--- src/rtl/mem_arb_pkg.sv ---
// Shared definitions for the two-requester memory arbiter.
//   req_id_t     : requester identifier (0 or 1)
//   NREQ         : number of requesters
//   DEF_MEM_AW   : default memory address width
//   DEF_MEM_DW   : default memory data width
//   DEF_RD_DEPTH : default number of reads that may be in flight
package mem_arb_pkg;

    typedef logic req_id_t;

    localparam int NREQ         = 2;
    localparam int DEF_MEM_AW   = 16;
    localparam int DEF_MEM_DW   = 32;
    localparam int DEF_RD_DEPTH = 8;

endpackage

--- src/rtl/tag_fifo.sv ---
// Read-tag FIFO. Remembers which requester issued each outstanding read so
// in-order memory returns can be steered back to the right requester.
//   clk, rst_n : clock, asynchronous active-low reset
//   push       : enqueue push_id this cycle
//   push_id    : requester id of the read being issued
//   pop        : dequeue the head this cycle
//   head       : requester id at the head of the queue
//   count      : number of entries held, 0..DEPTH
module tag_fifo
    import mem_arb_pkg::*;
#(
    parameter int DEPTH = DEF_RD_DEPTH
) (
    input  logic                       clk,
    input  logic                       rst_n,
    input  logic                       push,
    input  req_id_t                    push_id,
    input  logic                       pop,
    output req_id_t                    head,
    output logic [$clog2(DEPTH+1)-1:0] count
);

    localparam int PW = $clog2(DEPTH);
    localparam int CW = $clog2(DEPTH + 1);
    localparam logic [CW-1:0] FULL = CW'(DEPTH);

    req_id_t         slots [DEPTH];
    logic [PW-1:0]   wr_ptr;
    logic [PW-1:0]   rd_ptr;
    logic            do_push;
    logic            do_pop;

    // Guard against overfill / underflow even though the arbiter already
    // prevents both.
    assign do_push = push && (count != FULL);
    assign do_pop  = pop && (count != '0);
    assign head    = slots[rd_ptr];

    always_ff @(posedge clk) begin
        if (do_push) begin
            slots[wr_ptr] <= push_id;
        end
    end

    // DEPTH is a power of two, so the pointers wrap by natural overflow.
    always_ff @(posedge clk or negedge rst_n) begin
        if (!rst_n) begin
            wr_ptr <= '0;
            rd_ptr <= '0;
            count  <= '0;
        end else begin
            if (do_push) wr_ptr <= wr_ptr + PW'(1);
            if (do_pop)  rd_ptr <= rd_ptr + PW'(1);
            case ({do_push, do_pop})
                2'b10:   count <= count + CW'(1);
                2'b01:   count <= count - CW'(1);
                default: count <= count;
            endcase
        end
    end

endmodule

--- src/rtl/mem_arbiter.sv ---
// Two-requester round-robin memory arbiter with in-order read return routing.
//   clk, rst_n             : clock, asynchronous active-low reset
//   rN_req/write/addr/wdata: access request from requester N (N = 0, 1)
//   rN_gnt                 : request accepted this cycle (combinational)
//   rN_rdata_vld/rdata     : read return for requester N
//   mem_req/write/addr/wdata: registered command to memory
//   mem_rdata_vld/rdata    : in-order read return from memory
//   err_ovf                : sticky, read data arrived with nothing outstanding
module mem_arbiter
    import mem_arb_pkg::*;
#(
    parameter int MEM_AW   = DEF_MEM_AW,
    parameter int MEM_DW   = DEF_MEM_DW,
    parameter int RD_DEPTH = DEF_RD_DEPTH
) (
    input  logic              clk,
    input  logic              rst_n,
    input  logic              r0_req,
    input  logic              r0_write,
    input  logic [MEM_AW-1:0] r0_addr,
    input  logic [MEM_DW-1:0] r0_wdata,
    output logic              r0_gnt,
    output logic              r0_rdata_vld,
    output logic [MEM_DW-1:0] r0_rdata,
    input  logic              r1_req,
    input  logic              r1_write,
    input  logic [MEM_AW-1:0] r1_addr,
    input  logic [MEM_DW-1:0] r1_wdata,
    output logic              r1_gnt,
    output logic              r1_rdata_vld,
    output logic [MEM_DW-1:0] r1_rdata,
    output logic              mem_req,
    output logic              mem_write,
    output logic [MEM_AW-1:0] mem_addr,
    output logic [MEM_DW-1:0] mem_wdata,
    input  logic              mem_rdata_vld,
    input  logic [MEM_DW-1:0] mem_rdata,
    output logic              err_ovf
);

    localparam int CW = $clog2(RD_DEPTH + 1);
    localparam logic [CW-1:0] FULL = CW'(RD_DEPTH);

    req_id_t           rr_last;
    req_id_t           tag_head;
    logic [CW-1:0]     tag_count;
    logic              tags_full;
    logic              ok0;
    logic              ok1;
    logic              any_gnt;
    logic              sel_write;
    logic [MEM_AW-1:0] sel_addr;
    logic [MEM_DW-1:0] sel_wdata;
    logic              tag_push;
    logic              tag_pop;

    // A full tag FIFO blocks reads even if a pop happens in the same cycle,
    // keeping the grant path independent of mem_rdata_vld.
    assign tags_full = (tag_count == FULL);
    assign ok0       = r0_req && (r0_write || !tags_full);
    assign ok1       = r1_req && (r1_write || !tags_full);

    always_comb begin
        r0_gnt = 1'b0;
        r1_gnt = 1'b0;
        if (rst_n) begin
            if (ok0 && ok1) begin
                if (rr_last == 1'b1) r0_gnt = 1'b1;
                else                 r1_gnt = 1'b1;
            end else if (ok0) begin
                r0_gnt = 1'b1;
            end else if (ok1) begin
                r1_gnt = 1'b1;
            end
        end
    end

    assign any_gnt   = r0_gnt | r1_gnt;
    assign sel_write = r1_gnt ? r1_write : r0_write;
    assign sel_addr  = r1_gnt ? r1_addr  : r0_addr;
    assign sel_wdata = r1_gnt ? r1_wdata : r0_wdata;

    assign tag_push = any_gnt && !sel_write;
    assign tag_pop  = mem_rdata_vld && (tag_count != '0);

    tag_fifo #(
        .DEPTH (RD_DEPTH)
    ) u_tag_fifo (
        .clk     (clk),
        .rst_n   (rst_n),
        .push    (tag_push),
        .push_id (req_id_t'(r1_gnt)),
        .pop     (tag_pop),
        .head    (tag_head),
        .count   (tag_count)
    );

    assign r0_rdata_vld = rst_n && tag_pop && (tag_head == 1'b0);
    assign r1_rdata_vld = rst_n && tag_pop && (tag_head == 1'b1);
    assign r0_rdata     = mem_rdata;
    assign r1_rdata     = mem_rdata;

    always_ff @(posedge clk or negedge rst_n) begin
        if (!rst_n) begin
            mem_req   <= 1'b0;
            mem_write <= 1'b0;
            mem_addr  <= '0;
            mem_wdata <= '0;
            rr_last   <= 1'b1;
            err_ovf   <= 1'b0;
        end else begin
            mem_req <= any_gnt;
            if (any_gnt) begin
                mem_write <= sel_write;
                mem_addr  <= sel_addr;
                rr_last   <= req_id_t'(r1_gnt);
                if (sel_write) mem_wdata <= sel_wdata;
            end else begin
                mem_write <= 1'b0;
            end
            if (mem_rdata_vld && (tag_count == '0)) err_ovf <= 1'b1;
        end
    end

endmodule

--- config.mk ---
export PLATFORM = sky130hd
export DESIGN_NAME = mem_arbiter
export DESIGN_NICKNAME = d
export VERILOG_FILES = /design/src/rtl/mem_arb_pkg.sv /design/src/rtl/tag_fifo.sv /design/src/rtl/mem_arbiter.sv
export SDC_FILE = /design/constraint.sdc
export NUM_CORES = 1
export LEC_CHECK = 0
export CORE_MARGIN = 4
export CORE_UTILIZATION = 39
export DETAILED_ROUTE_END_ITERATION = 8
export GPL_ROUTABILITY_DRIVEN = 0
export PLACE_DENSITY = 0.87
export SYNTH_ARGS = -nofsm -noshare
export SYNTH_HDL_FRONTEND = slang
export SYNTH_SLANG_ARGS = --single-unit
--- constraint.sdc ---
create_clock -name clk -period 6.8 [get_ports clk]
set_input_delay 0.68 -clock clk [delete_from_list [all_inputs] [get_ports clk]]
set_output_delay 0.68 -clock clk [all_outputs]
set_load 0.05 [all_outputs]
==> impl_metrics.tcl <==
set metrics [dict create \
    status "completed" \
    fin_worst_hold_slack_ns 0.3277 \
    synth_nets 505 \
    die_area_um2 11420 \
    dr.pass1.iters 4 \
    clock-sinks 70 \
    grt.busiest_layer "met2" \
    critPathMaxStageDelay_ns 0.82 \
    skew_ns 0.007238 \
    path_class "flip-flop to output pin" \
    syn_area_um2 3814 \
    drt-total-wl_mm 9.556 \
    synth-async-reset-ratio 0.8857 \
    synthCells 365 \
    ant_nets 0 \
    start_kind "flip-flop" \
    final_util 0.5558 \
    fin_crit_sh 0.6050 \
    met1_usage 0.2051 \
    fill_cells 851 \
    grt_first_pass_wirelength_mm 15.24 \
    relSlewSlack 0.3042 \
    cts-root-buf "clkbuf_8" \
    netlist-cell-type-count 47 \
    cts_setup_buffers 0 \
    cp.arrival_ns 3.43 \
    vias_per_cell 4.844 \
    p_comb_frac 0.447 \
    p_switching_mw 0.7486 \
    grt_use_total 0.1698 \
    core-area_um2 9371 \
    fin_nets 594 \
    first_iter_violations 63 \
    drive_gt1_frac 0.07625 \
    numCtsBuffers 9 \
    gr-usage-met3 0.07104 \
    cts-htree-levels 3 \
    crit_chain "or4b_4, o21a_4, nand3_2, buf_4, and2_4, clkdlybuf4s50_1" \
    slowest_stage "clkdlybuf4s50_1" \
    synth_seq_cells 70 \
    cap_violations 0 \
    avgSynthCellArea_um2 10.45 \
    swShare 0.4110 \
    vias 2848 \
    layoutNonFillerInstCount 588 \
    power.density_nw_per_um2 349.7 \
    cts_buffer_depth 2 \
    vdd_ir_drop_max_v 0.0002120 \
    die_y_um 106.9 \
    hold_path.class "input pin to async pin" \
    start_util 0.4069 \
    setup-tns-final_ns 0 \
    final_common_cell "clkdlybuf4s50_1" \
    dpl.cell_count 572 \
    worst_setup_path_end_kind "output pin" \
    finalHoldViolCount 0 \
    wl_per_cell_um 16.25 \
    cts_tree "built" \
    p_int_mw 1.073 \
    crit_fanout 42 \
    ctsHoldBuffers 0 \
    grt_use_met2 0.2698 \
    p_leak_nw 2.288 \
    setup_viol 0 \
    grt.overflow.total 0 \
    tightest_slew_ns 1.044 \
    ys_seq_area_frac 0.4701 \
    synth_warnings 0 \
    grt_max_degree 66 \
    io_buffers 157 \
    ioPinCount 254 \
    slew_violations 0 \
    seq_power_share 0.347 \
    synth_edf_count 8 \
    ctsResizeCount 0 \
    ys.flop_type "dfrtp_1" \
    critical_path_required_ns 6.12 \
    timing.fmax_mhz 243.1 \
    drcViolationCount 0 \
    num_rows 35 \
    fin_area_um2 5209 \
    grt_setup_unrepaired "false" \
    final_cell_mix "clkdlybuf4s50_1 (156), dfrtp_1 (61), nand2_1 (51)" \
    placed_area_um2 4991 \
    die_w_um 106.9 \
    clockPowerShare 0.206 \
    antenna_found_initial 0 \
    grt_pass1_vias 3001 \
    clock_latency_ns 0.35 \
    clk_pin_slew_ns 0.08 \
    antenna_cells 0 \
    syn_to_final_growth_pct 36.58 \
    min_period_ns 4.114 \
    hpwl_mm 7.380 \
]
[area by class of cell]
cell class,count,area (µm²),area share
sequential,70,1793,0.3442
timing repair buffer,159,1582,0.3036
multi-input combinational,211,1444,0.2772
clock inverter,7,93.84,0.01802
inverter,3,11.26,0.002162
tap,129,161.4,0.03099
clock buffer,9,123.9,0.02378
[state kept, by name, indices dropped and copies added (netlist names)]
name / cells
err_ovf: 1
mem_wdata: 32
mem_req: 1
u_tag_fifo.count: 4
mem_addr: 16
mem_write: 1
u_tag_fifo.rd_ptr: 3
rr_last: 1
u_tag_fifo.wr_ptr: 3
u_tag_fifo.slots: 8
[layer usage]
metal / wire length [µm] / vias up
met5: 0 / -
met4: 223 / 0
met3: 874 / 26
met2: 4706 / 135
met1: 3752 / 1319
li1: - / 1368
[power groups by stage]
stage          clock network, mW  registers, mW  logic, mW
6_report                   0.375          0.633      0.813
5_1_grt                    0.405          0.652      0.868
4_1_cts                    0.385          0.633      0.822
3_5_place_dp                   0          0.637      0.821
3_3_place_gp                   0          0.634      0.799
2_1_floorplan                  0          0.900      0.355
[final timing paths]
path | startpoint | end | slack (ns) | cells past startpoint
max | u_tag_fifo.count[1] | r0_gnt | 2.69 | 6
min | rst_n | mem_addr[4] | 0.33 | 1
max reg2reg | u_tag_fifo.count[1] | u_tag_fifo.count[3] | 3.69 | 8
min reg2reg | err_ovf | err_ovf | 0.47 | 1
max in group asynchronous | rst_n | rr_last | 5.48 | 2
min in group clk | err_ovf | err_ovf | 0.47 | 1
[metrics by stage]
step | power, mW | setup slack (ns)
2_1_floorplan | 1.255 | 3.949
3_3_place_gp | 1.433 | 2.849
3_5_place_dp | 1.458 | 2.764
4_1_cts | 1.841 | 2.657
5_1_grt | 1.925 | 2.554
6_report | 1.821 | 2.686
[worst max-delay path: cells and delay by family, from the launching register on]
family / cells / cell delay [ns]
buf+inv: 2 / 1.32
flops: 1 / 0.46
simple gates: 3 / 1.01
compound gates: 1 / 0.24
[cell families (layout without fill, tap and decap cells)]
group                      count (synthesis)  in the layout  synth area share
and+or+nand+nor                           94             94            0.1184
buffers and inverters                     84            178            0.1526
DFF                                       70             70            0.4701
AOI/OAI and AO/OA                         64             64            0.1119
muxes                                     39             39            0.1099
xor gates and xnor gates                   9              9           0.02067
adders and majority gates                  5              5           0.01640
[cells in the mapped netlist, drive strengths merged, types with 4 or more instances]
cell type / n / share of area
a221o: 8 / 0.021
mux2i: 34 / 0.089
edfxtp: 8 / 0.063
a31oi: 8 / 0.013
buf: 72 / 0.14
dfrtp: 61 / 0.40
xnor2: 4 / 0.0092
xor2: 5 / 0.011
ha: 5 / 0.016
nor2b: 9 / 0.015
nand2: 51 / 0.050
o21ai: 36 / 0.047
clkbuf: 9 / 0.0089
nor2: 17 / 0.017
No activity file was read; power rests on OpenSTA's default activity.
